===== src/rtl/reg_access_if.sv =====
// Request/response and register-bank bus of the SD host register access master.
// Ports: req_* (host request), rsp_* (response), reg_* (register bank side).
interface reg_access_if #(
  parameter int WIDTH  = 32,
  parameter int NREG   = 8,
  parameter int ADDR_W = 3
);
  logic                    req_valid;
  logic                    req_ready;
  logic                    req_write;
  logic [ADDR_W-1:0]       req_addr;
  logic [WIDTH-1:0]        req_wdata;
  logic                    rsp_valid;
  logic [WIDTH-1:0]        rsp_rdata;
  logic                    rsp_err;
  logic [NREG-1:0]         reg_wr_valid;
  logic [WIDTH-1:0]        reg_wr_data;
  logic [NREG*WIDTH-1:0]   reg_rd_data;
  logic [NREG-1:0]         reg_ack;
  logic [NREG-1:0]         reg_busy;

  modport master (
    input  req_valid, req_write, req_addr, req_wdata,
    input  reg_rd_data, reg_ack, reg_busy,
    output req_ready, rsp_valid, rsp_rdata, rsp_err,
    output reg_wr_valid, reg_wr_data
  );

  modport slave (
    output req_valid, req_write, req_addr, req_wdata,
    output reg_rd_data, reg_ack, reg_busy,
    input  req_ready, rsp_valid, rsp_rdata, rsp_err,
    input  reg_wr_valid, reg_wr_data
  );
endinterface


===== src/rtl/reg_access_master.sv =====
// Initiator of the register write/read handshake toward NREG register blocks.
// Ports: clk, reset (sync, active-low), bus (reg_access_if.master).
module reg_access_master #(
  parameter int WIDTH   = 32,
  parameter int NREG    = 8,
  parameter int ADDR_W  = 3,
  parameter int TIMEOUT = 16
) (
  input  logic          clk,
  input  logic          reset,
  reg_access_if.master  bus
);

  localparam int CNT_W = (TIMEOUT > 2) ? $clog2(TIMEOUT) : 1;
  localparam logic [CNT_W-1:0]  LP_CNT_MAX = CNT_W'(TIMEOUT - 1);
  localparam logic [ADDR_W:0]   LP_NREG    = (ADDR_W + 1)'(NREG);

  typedef enum logic [2:0] {
    S_IDLE,
    S_WAIT_FREE,
    S_WRITE,
    S_WAIT_ACK,
    S_RESP
  } state_t;

  state_t              r_state;
  state_t              w_next;
  logic [CNT_W-1:0]    r_cnt;
  logic [CNT_W-1:0]    w_cnt_nxt;
  logic [ADDR_W-1:0]   r_addr;
  logic                r_write;
  logic                r_bad;
  logic [WIDTH-1:0]    r_wdata;
  logic [WIDTH-1:0]    r_rdata;
  logic                r_err;
  logic [WIDTH-1:0]    r_wr_data;

  logic                w_ready;
  logic                w_accept;
  logic                w_busy;
  logic                w_ack;
  logic [WIDTH-1:0]    w_rd_sel;
  logic [NREG-1:0]     w_onehot;
  logic                w_rsp_load;
  logic                w_err_nxt;
  logic [WIDTH-1:0]    w_rdata_nxt;
  logic                w_enter_write;

  assign w_ready  = reset && (r_state == S_IDLE);
  assign w_accept = bus.req_valid && w_ready;

  // Per-index select of busy/ack/rdata; an out-of-range
  // address never matches, so nothing outside NREG is read.
  always_comb begin
    w_busy   = 1'b0;
    w_ack    = 1'b0;
    w_rd_sel = '0;
    w_onehot = '0;
    for (int i = 0; i < NREG; i++) begin
      if (r_addr == ADDR_W'(i)) begin
        w_busy      = bus.reg_busy[i];
        w_ack       = bus.reg_ack[i];
        w_rd_sel    = bus.reg_rd_data[i*WIDTH +: WIDTH];
        w_onehot[i] = 1'b1;
      end
    end
  end

  always_comb begin
    w_next        = r_state;
    w_cnt_nxt     = r_cnt;
    w_rsp_load    = 1'b0;
    w_err_nxt     = 1'b0;
    w_rdata_nxt   = '0;
    w_enter_write = 1'b0;
    unique case (r_state)
      S_IDLE: begin
        if (w_accept) begin
          w_next    = S_WAIT_FREE;
          w_cnt_nxt = '0;
        end
      end
      S_WAIT_FREE: begin
        // A bad address spends this one decode cycle
        // before answering, so its response lands at c2.
        if (r_bad) begin
          w_next     = S_RESP;
          w_rsp_load = 1'b1;
          w_err_nxt  = 1'b1;
        end else if (!w_busy) begin
          w_cnt_nxt = '0;
          if (r_write) begin
            w_next        = S_WRITE;
            w_enter_write = 1'b1;
          end else begin
            w_next = S_WAIT_ACK;
          end
        end else if (r_cnt == LP_CNT_MAX) begin
          w_next     = S_RESP;
          w_rsp_load = 1'b1;
          w_err_nxt  = 1'b1;
        end else begin
          w_cnt_nxt = r_cnt + 1'b1;
        end
      end
      S_WRITE: begin
        w_cnt_nxt = '0;
        w_next    = S_WAIT_ACK;
      end
      S_WAIT_ACK: begin
        if (w_ack) begin
          w_next      = S_RESP;
          w_rsp_load  = 1'b1;
          w_rdata_nxt = r_write ? '0 : w_rd_sel;
        end else if (r_cnt == LP_CNT_MAX) begin
          w_next     = S_RESP;
          w_rsp_load = 1'b1;
          w_err_nxt  = 1'b1;
        end else begin
          w_cnt_nxt = r_cnt + 1'b1;
        end
      end
      S_RESP: begin
        w_next = S_IDLE;
      end
      default: begin
        w_next = S_IDLE;
      end
    endcase
  end

  always_ff @(posedge clk) begin
    if (!reset) begin
      r_state   <= S_IDLE;
      r_cnt     <= '0;
      r_addr    <= '0;
      r_write   <= 1'b0;
      r_bad     <= 1'b0;
      r_wdata   <= '0;
      r_rdata   <= '0;
      r_err     <= 1'b0;
      r_wr_data <= '0;
    end else begin
      r_state <= w_next;
      r_cnt   <= w_cnt_nxt;
      if (w_accept) begin
        r_addr  <= bus.req_addr;
        r_write <= bus.req_write;
        r_wdata <= bus.req_wdata;
        r_bad   <= {1'b0, bus.req_addr} >= LP_NREG;
      end
      if (w_enter_write) begin
        r_wr_data <= r_wdata;
      end
      if (w_rsp_load) begin
        r_rdata <= w_rdata_nxt;
        r_err   <= w_err_nxt;
      end
    end
  end

  assign bus.req_ready    = w_ready;
  assign bus.rsp_valid    = (r_state == S_RESP);
  assign bus.rsp_rdata    = r_rdata;
  assign bus.rsp_err      = r_err;
  assign bus.reg_wr_data  = r_wr_data;
  assign bus.reg_wr_valid = (r_state == S_WRITE) ? w_onehot : '0;

endmodule


===== src/flat_wrapper.sv =====
// flat-port wrapper written by rule: the top's interface ports become plain ports
module reg_access_master_flat 
#(
  parameter int WIDTH   = 32,
  parameter int NREG    = 8,
  parameter int ADDR_W  = 3,
  parameter int TIMEOUT = 16
)
  (clk, reset, bus_req_valid, bus_req_write, bus_req_addr, bus_req_wdata, bus_reg_rd_data, bus_reg_ack, bus_reg_busy, bus_req_ready, bus_rsp_valid, bus_rsp_rdata, bus_rsp_err, bus_reg_wr_valid, bus_reg_wr_data);
  reg_access_if #(.WIDTH(WIDTH), .NREG(NREG), .ADDR_W(ADDR_W)) bus_i ();
  input  logic clk;
  input  logic reset;
  input wire logic [$bits(bus_i.req_valid)-1:0] bus_req_valid;
  input wire logic [$bits(bus_i.req_write)-1:0] bus_req_write;
  input wire logic [$bits(bus_i.req_addr)-1:0] bus_req_addr;
  input wire logic [$bits(bus_i.req_wdata)-1:0] bus_req_wdata;
  input wire logic [$bits(bus_i.reg_rd_data)-1:0] bus_reg_rd_data;
  input wire logic [$bits(bus_i.reg_ack)-1:0] bus_reg_ack;
  input wire logic [$bits(bus_i.reg_busy)-1:0] bus_reg_busy;
  output wire logic [$bits(bus_i.req_ready)-1:0] bus_req_ready;
  output wire logic [$bits(bus_i.rsp_valid)-1:0] bus_rsp_valid;
  output wire logic [$bits(bus_i.rsp_rdata)-1:0] bus_rsp_rdata;
  output wire logic [$bits(bus_i.rsp_err)-1:0] bus_rsp_err;
  output wire logic [$bits(bus_i.reg_wr_valid)-1:0] bus_reg_wr_valid;
  output wire logic [$bits(bus_i.reg_wr_data)-1:0] bus_reg_wr_data;
  assign bus_i.req_valid = bus_req_valid;
  assign bus_i.req_write = bus_req_write;
  assign bus_i.req_addr = bus_req_addr;
  assign bus_i.req_wdata = bus_req_wdata;
  assign bus_i.reg_rd_data = bus_reg_rd_data;
  assign bus_i.reg_ack = bus_reg_ack;
  assign bus_i.reg_busy = bus_reg_busy;
  assign bus_req_ready = bus_i.req_ready;
  assign bus_rsp_valid = bus_i.rsp_valid;
  assign bus_rsp_rdata = bus_i.rsp_rdata;
  assign bus_rsp_err = bus_i.rsp_err;
  assign bus_reg_wr_valid = bus_i.reg_wr_valid;
  assign bus_reg_wr_data = bus_i.reg_wr_data;
  reg_access_master #(.WIDTH(WIDTH), .NREG(NREG), .ADDR_W(ADDR_W), .TIMEOUT(TIMEOUT)) u_core (.clk(clk), .reset(reset), .bus(bus_i));
endmodule

===== config.mk =====
export PLATFORM = sky130hd
export DESIGN_NAME = reg_access_master_flat
export DESIGN_NICKNAME = d
export VERILOG_FILES = /design/src/rtl/reg_access_if.sv /design/src/rtl/reg_access_master.sv /design/src/flat_wrapper.sv
export SDC_FILE = /design/constraint.sdc
export NUM_CORES = 1
export LEC_CHECK = 0
export CORE_UTILIZATION = 25
export DETAILED_ROUTE_END_ITERATION = 10
export PLACE_DENSITY = 0.68
export SLEW_MARGIN = 20
export SYNTH_ARGS = -nofsm -noshare
export SYNTH_HDL_FRONTEND = slang
export SYNTH_SLANG_ARGS = --single-unit

===== constraint.sdc =====
create_clock -name clk -period 3.8 [get_ports clk]
set_input_delay 0.38 -clock clk [delete_from_list [all_inputs] [get_ports clk]]
set_output_delay 0.38 -clock clk [all_outputs]
set_load 0.02 [all_outputs]

**Word level (Yosys, flattened, before mapping)**

Index checks and enable logic that the tools add are counted.

- $add $sub $neg: 1
- Equality and inequality tests: 14
- Muxes and demuxes: 56
- Reductions and logical operators: 6

Operator list:

| operator | number |
|---|---|
| two-way mux 32 bit | 11 |
| two-way mux 1 bit | 32 |
| two-way mux 4 bit | 4 |
| case mux 4 bit (4 select lines) | 1 |
| == test 3 bit, second input constant | 5 |
| == test 3 x 2 -> 1 bit, second input constant | 4 |
| two-way mux 3 bit | 4 |
| case mux 3 bit (4 select lines) | 1 |
| two-way mux 8 bit | 1 |
| == test 3 x 1 -> 1 bit, second input constant | 2 |
| zero test 3 bit | 2 |
| adder 4 x 1 -> 4 bit, second input constant | 1 |
| == test 4 bit, second input constant | 1 |
| case mux 1 bit (2 select lines) | 2 |
| nonzero test 4 bit | 1 |
| AND reduction 3 bit | 1 |
| logical AND 1 bit | 2 |
| inequality test 2 x 1 -> 1 bit, second input constant | 1 |
| inequality test 2 bit, second input constant | 1 |

- Flip-flop bits (word level): 108
- Bits of input ports: 311
- Output and inout port bits: 75
- Logic and storage cells: 85

**Longest topological paths before layout**

Gate-level depths: netlist of the first run.

- Word-level depth: 12
- Depth in mapped cells: 9
- Depth with buffers taken out: 5

**Worst setup path after synthesis of the first run**

No wires, ideal clock.

- Path kind: input to register
- Start: input port reset
- End: register u_core.r_wdata[6]
- Arrival time: 2.305 ns
- Data required time: 3.741 ns
- Path slack: 1.436 ns
- Cell stages on the path: 8
- Buffers on the path: 3
- Cell sequence: clkbuf_1 inv_1 nor4_1 and2_1 clkbuf_1 buf_1 nand2_1 nand2_1

- Longest elaborated chain between the ends: 2

Ends and longest elaborated chain:

| what | RTL line | text |
|---|---|---|
| start, declared | flat_wrapper.sv:12 | `input logic reset;` |
| logical AND 1 bit | reg_access_master.sv:49 | `assign w_ready = reset && (r_state == S_IDLE);` |
| named net bus_req_ready | flat_wrapper.sv:20 | `output wire logic [$bits(bus_i.req_ready)-1:0] bus_req_ready;` |
| logical AND 1 bit | reg_access_master.sv:50 | `assign w_accept = bus.req_valid && w_ready;` |
| end signal, assigned | reg_access_master.sv:149 | `r_wdata <= bus.req_wdata;` |
| end, declared | reg_access_master.sv:33 | `logic [WIDTH-1:0] r_wdata;` |

The timed path passes the listed nets, and every way through them passes these cells.
A chain may end at the register's enable or synchronous reset.

**Worst setup path after layout of the first run**

- Start: register u_core.r_addr[2]
- End: output port bus_reg_wr_valid[0]

- Longest elaborated chain between the ends: 3

Ends and longest elaborated chain:

| what | RTL line | text |
|---|---|---|
| start, declared | reg_access_master.sv:30 | `logic [ADDR_W-1:0] r_addr;` |
| start signal, assigned | reg_access_master.sv:147 | `r_addr <= bus.req_addr;` |
| zero test 3 bit | reg_access_master.sv:60 | `if (r_addr == ADDR_W'(i)) begin` |
| two-way mux 1 bit | reg_access_master.sv:60 |  |
| two-way mux 8 bit | reg_access_master.sv:167 | `assign bus.reg_wr_valid = (r_state == S_WRITE) ? w_onehot : '0;` |
| end, declared | flat_wrapper.sv:24 | `output wire logic [$bits(bus_i.reg_wr_valid)-1:0] bus_reg_wr_valid;` |

Every way passes these cells.

==> results of run 1 <==
-- cells in the mapped netlist (all sizes together) (2+ instances only) --
master / n / share of area
inv: 11 / 0.0069
mux4: 62 / 0.23
nor2b: 2 / 0.0021
o31ai: 2 / 0.0025
nand2b: 6 / 0.0063
nor4: 2 / 0.0021
buf: 22 / 0.022
nor3: 5 / 0.0042
and2: 8 / 0.0083
o21ai: 15 / 0.013
a31oi: 7 / 0.0073
a21boi: 2 / 0.0025
nor2: 13 / 0.0081
dfxtp: 108 / 0.36
nand3: 38 / 0.032
clkbuf: 37 / 0.024
mux2i: 29 / 0.048
a22o: 4 / 0.0058
a21oi: 46 / 0.038
nand2: 145 / 0.091
nand3b: 4 / 0.0050
and3: 3 / 0.0031
o211ai: 2 / 0.0025
a211oi: 3 / 0.0038
nand4: 3 / 0.0031
o2bb2ai: 28 / 0.041
or2: 3 / 0.0031
-- registers in the layout, summed over array words and instances, names as in the netlist --
| register | count |
|---|---|
| u_core.bus.rsp_err | 1 |
| u_core.r_cnt | 4 |
| u_core.r_addr | 3 |
| u_core.r_write | 1 |
| u_core.bus.reg_wr_data | 32 |
| u_core.bus.rsp_rdata | 32 |
| u_core.r_state | 3 |
| u_core.r_wdata | 32 |
-- power by group through the flow --
| stage | Clock [mW] | Combinational (mW) | Sequential [mW] |
|---|---|---|---|
| 3_5_place_dp | 0 | 0.879 | 1.26 |
| 2_1_floorplan | 0 | 0.464 | 1.23 |
| 5_1_grt | 1.03 | 0.935 | 1.24 |
| 6_report | 0.933 | 0.869 | 1.23 |
| 4_1_cts | 0.984 | 0.882 | 1.23 |
| 3_3_place_gp | 0 | 0.872 | 1.25 |
-- cell families (layout without fill, tap and decap cells) --
logic type | after synthesis | count (layout)
AND/OR/NAND/NOR | 237 | 237
adder cells (fa/ha/maj) | 1 | 1
flip-flops | 108 | 108
buffers and inverters | 70 | 422
multiplexers | 91 | 91
other | 0 | 2
AO/OA/AOI/OAI | 116 | 116
-- metal layers --
metal,wire length [um],share of wire,up-vias
li1,-,-,2963
met1,9080,0.37,2895
met2,13000,0.53,257
met3,1850,0.076,27
met4,539,0.022,2
met5,9,0.00037,-
-- area by class of cell --
cell class	count	area share
Sequential cell	108	0.209
Antenna cell	2	0.000483
Timing Repair Buffer	395	0.380
Multi-Input combinational cell	445	0.340
Clock inverter	6	0.00543
Clock buffer	10	0.0230
Inverter	11	0.00398
Tap cell	319	0.0385
-- worst max-delay path: cells and delay by family, from the launching register on --
kind                   cells  cell delay, ps
buffers and inverters      3            1240
DFF                        1             500
and+or+nand+nor            2             460
-- final timing paths --
kind / endpoint / depth (start not counted)
min reg2reg: u_core.bus.reg_wr_data[0] / 2
max reg2reg: u_core.bus.rsp_rdata[26] / 6
min: u_core.bus.reg_wr_data[0] / 2
max: bus_reg_wr_valid[0] / 5
-- stage by stage --
stage / hold slack, ps / instances / setup WS, ps / cell area, um^2
after floorplan: 432 / 623 / 1440 / 6000
after global placement: 436 / 1278 / 1170 / 10100
after detailed placement: 444 / 1278 / 1150 / 10100
after CTS: 451 / 1294 / 801 / 10400
after global routing: 464 / 1294 / 601 / 10400
final: 444 / 1296 / 862 / 10400
==> run_results.csv, run 1 <==
group,metric,value,unit
logic_synthesis,synth-edff-count,0,
setup_path,required,3420,ps
finish,final_core_util,0.442,
die,num_rows,56,
logic_synthesis,ys_ff_latch,108,
routing,detail_route.wl_per_cell,18.9,um
setup_path,cpPeakStageDelay,640,ps
global_route,grt_max_degree,83,
routing,drc,0,
min_path,hold_path_class,"flip-flop to flip-flop",
die,io_pins,386,
logic_synthesis,ys_seq_area_frac,0.360,
timing,worst_pin_slew,670,ps
clock_tree,clkSlewWorstSetupHoldPaths,80,ps
finish,multi_input_area,3520,um^2
logic_synthesis,synthAdderAreaFrac,0.00209,
logic_synthesis,netlist_instances,623,
setup_path,cp_cell_sequence,"inv_2 -> buf_4 -> nand3_1 -> nor3_1 -> clkdlybuf4s50_1",
clock_tree,cts_buffer_depth,2,
setup_path,cp-start-kind,"flip-flop",
global_route,use_met3,0.0589,
finish,final_common_cell,"clkdlybuf4s50_1",
power,peakVddDrop,0.179,mV
setup_path,cp-end-kind,"output pin",
logic_synthesis,yosys.area_share.simple,0.175,
power,seq_power_share,0.405,
timing,tns,0,ps
timing,setup_viol,0,
clock_tree,numCtsBuffers,9,
place,hpwl,19400,um
timing,hold_viol,0,
routing,drt-initial-drc-count,305,
timing,final.period_utilization,0.773,
power,clkPwrFrac,0.308,
global_route,global_route.usage.met1,0.222,
logic_synthesis,synth_top_family_by_area,"multiplexers",
setup_path,crit_type,"flip-flop to output pin",
place,gp_congestion,0.891,
clock_tree,ctsHoldBuffers,0,
timing,rsz0062_at_grt,"no",
power,leakage,3.76,nW
clock_tree,htree_levels,3,
global_route,grtUsageMet2,0.361,
setup_path,rr_startpoint,"u_core.r_addr[1]",
global_route,grt_overflow,0,
logic_synthesis,synth_cell_type_count,46,
timing,min_period,2940,ps
finish,most-common-layout-cells,"clkdlybuf4s50_1 (384), nand2_1 (145), dfxtp_1 (106)",
power,p_switching,0.833,mW
timing,max_freq,340,MHz
setup_path,path_max_fanout,34,
logic_synthesis,synth-compound-area-share,0.129,
logic_synthesis,synthFlopType,"dfxtp_1",
power,pwr-share-comb,0.287,
min_path,hold_start,"u_core.r_wdata[0]",
outcome,status,"finished clean",
die,die_area,24600,um^2
routing,postRouteAntennaNets,0,
clock_tree,cts_resized,0,
global_route,grt_pass1_vias,6096,
clock_tree,cts_tree,"yes",
die,start_util,0.256,
routing,vias_per_cell,4.74,
routing,num_vias,6144,
clock_tree,insertion_delay,350,ps
logic_synthesis,muxShareOfSynthArea,0.281,
global_route,grt_use_total,0.198,
power,total_power,3.03,mW
setup_path,crit_start,"u_core.r_addr[2]",
logic_synthesis,synthXorXnorAreaFrac,0,
die,die_h,157,um
die,core_area,23500,um^2
timing,slew_viol_final,0,
power,switching_share,0.275,
global_route,grt_pass1_wl,36100,um
routing,dr.pass1.iters,5,
clock_tree,cts_setup_buffers,0,
logic_synthesis,yosys_warnings,0,
power,p_int,2.20,mW
setup_path,slowest_stage,"clkdlybuf4s50_1",
logic_synthesis,async_flop_share,0,
logic_synthesis,synth_nets,935,
die,die_x,157,um
timing,slew_headroom,0.553,
place,io_buffers,385,
setup_path,critPathArrivalTime,2560,ps
finish,nFillCells,2247,
logic_synthesis,syn_avg_cell_area,9.63,um^2
finish,syn2layout_area_growth,72.9,%
power,power_density,292,nW/um^2
finish,final_layout_size_suffix_gt1_frac,0.102,
setup_path,rrSetupSlack,1200,ps
global_route,grt_busiest_layer,"met2",
job,maxCapViolCount,0,
clock_tree,cts_sinks,108,
finish,fin_nets,1282,
timing,finalClockSkew,13.9,ps
routing,drt_wl_total,24500,um
finish,seq_area,2170,um^2
global_route,antenna_found_initial,2,
logic_synthesis,synthesis.area,6000,um^2
clock_tree,cts_root_buffer,"clkbuf_16",
(Power assumes the default switching activity.)
==> inputs of run 2 (changes only) <==
Clock period 3.8 ns to 3.1 ns, I/O delays scaled along.
==> run 2 against run 1 <==
First-iteration DRC count grew 12%. Count of clock-buffer cells in the layout stayed put. Clock skew decreased by 3.9 ps. Die area unchanged. Non-clock buffer count rose by 1. Highest routed layer is now met4. Hold slack improved by 3.9 ps. Sequential cell count unchanged. Combinational power increased by 23%. Routed wire length about the same. Via count grew 0.16%. Critical path type unchanged.
==> run_results.csv, run 2 (synthesis results as in run 1) <==
group,metric,value,unit
clock_tree,numCtsBuffers,9,
finish,most-common-layout-cells,"clkdlybuf4s50_1 (384), nand2_1 (145), dfxtp_1 (106)",
timing,rsz0062_at_grt,"no",
finish,final_core_util,0.442,
global_route,grt_overflow,0,
routing,postRouteAntennaNets,0,
power,leakage,3.76,nW
place,gp_congestion,0.883,
setup_path,cp_cell_sequence,"buf_4 -> nand2_1 -> nor2_1 -> clkdlybuf4s50_1",
outcome,status,"finished clean",
clock_tree,cts_root_buffer,"clkbuf_16",
finish,final_common_cell,"clkdlybuf4s50_1",
timing,worst_pin_slew,762,ps
die,die_area,24600,um^2
clock_tree,clkSlewWorstSetupHoldPaths,80,ps
finish,syn2layout_area_growth,72.8,%
die,die_h,157,um
min_path,hold_path_class,"flip-flop to flip-flop",
setup_path,critPathArrivalTime,2580,ps
clock_tree,cts_resized,0,
setup_path,crit_type,"flip-flop to output pin",
global_route,grt_use_total,0.196,
place,io_buffers,385,
routing,num_vias,6154,
global_route,grt_pass1_vias,6047,
place,hpwl,19500,um
die,start_util,0.256,
setup_path,cp-end-kind,"output pin",
timing,finalHoldWorstSlack,448,ps
clock_tree,htree_levels,3,
finish,fin_nets,1283,
finish,nFillCells,2312,
setup_path,crit_buf_inv,2,
finish,multi_input_area,3520,um^2
timing,hold_viol,0,
setup_path,cp-start-kind,"flip-flop",
clock_tree,cts_setup_buffers,0,
job,maxCapViolCount,0,
setup_path,required,2790,ps
timing,max_freq,346,MHz
place,placed_cells,1279,
die,io_pins,386,
clock_tree,cts_buffer_depth,2,
routing,dr.pass1.iters,4,
routing,drc,0,
timing,slew_headroom,0.492,
routing,drt-initial-drc-count,343,
global_route,grt_max_degree,74,
power,power_density,357,nW/um^2
finish,instances_no_fill,1298,
global_route,antenna_found_initial,3,
timing,slew_viol_final,0,
routing,drt_wl_total,24500,um
timing,finalClockSkew,9.94,ps
power,peakVddDrop,0.237,mV
setup_path,path_max_fanout,64,
timing,setup_viol,0,
finish,final_layout_size_suffix_gt1_frac,0.101,
timing,final.period_utilization,0.933,
setup_path,crit_family,"buffers and inverters",
die,core_area,23500,um^2
setup_path,slowest_stage,"buf_4",
setup_path,cpPeakStageDelay,670,ps
clock_tree,cts_tree,"yes",
timing,tns,0,ps
clock_tree,ctsHoldBuffers,0,
clock_tree,cts_sinks,108,
power,total_power,3.71,mW
die,die_x,157,um
routing,vias_per_cell,4.74,
finish,seq_area,2170,um^2
timing,min_period,2890,ps
die,num_rows,56,
clock_tree,insertion_delay,350,ps
global_route,grt_pass1_wl,35600,um
routing,detail_route.wl_per_cell,18.8,um
==> run 2: changes by cell type in the layout (fill, tap and decap cells not counted) <==
cell	previous run	this run
buf_4	9	10
clkbuf_1	0	1
clkbuf_8	1	0
clkinv_8	1	0
clkinvlp_4	1	0
diode_2	2	3
inv_4	1	2
inv_6	2	1
inv_8	0	2
==> run 2: area by class of cell <==
class | instances | area share
clock inverters | 6 | 0.00507
clock buffers | 10 | 0.0221
diodes | 3 | 0.000724
inverters | 11 | 0.00398
multi-input cells | 445 | 0.340
flip-flops and latches | 108 | 0.209
well taps | 319 | 0.0385
repair buffers | 396 | 0.380
==> run 2: worst paths after layout <==
check / start / endpoint / slack, ps / cells past startpoint
max reg2reg: u_core.r_addr[1] / u_core.bus.rsp_rdata[8] / 550 / 6
min reg2reg: u_core.r_wdata[0] / u_core.bus.reg_wr_data[0] / 450 / 2
min: u_core.r_wdata[0] / u_core.bus.reg_wr_data[0] / 450 / 2
max: u_core.r_addr[1] / bus_reg_wr_valid[3] / 210 / 4
==> run 2: where the power goes <==
| group | switching [mW] | internal [mW] | leakage (nW) |
|---|---|---|---|
| Clock | 0.563 | 0.564 | 0.142 |
| Combinational | 0.403 | 0.667 | 2.74 |
| Sequential | 0.0622 | 1.45 | 0.878 |
==> run 2: per-layer routing <==
metal | track usage | wire length, um
met5 | 0 | 0
met4 | 0.0728 | 714
met3 | 0.0608 | 1870
met2 | 0.355 | 12700
met1 | 0.213 | 9130
==> run 2: metrics by stage <==
stage / setup slack [ps] / cell area [um^2]
3_5_place_dp: 555 / 10100
6_report: 209 / 10400
5_1_grt: 67.9 / 10400
2_1_floorplan: 806 / 6000
4_1_cts: 175 / 10400
3_3_place_gp: 581 / 10100
==> run 2: worst min-delay path, cell delays in order, from the launching register on <==
cell and delay, ps:
dfxtp_1 310, nand2_1 50, a21oi_1 50
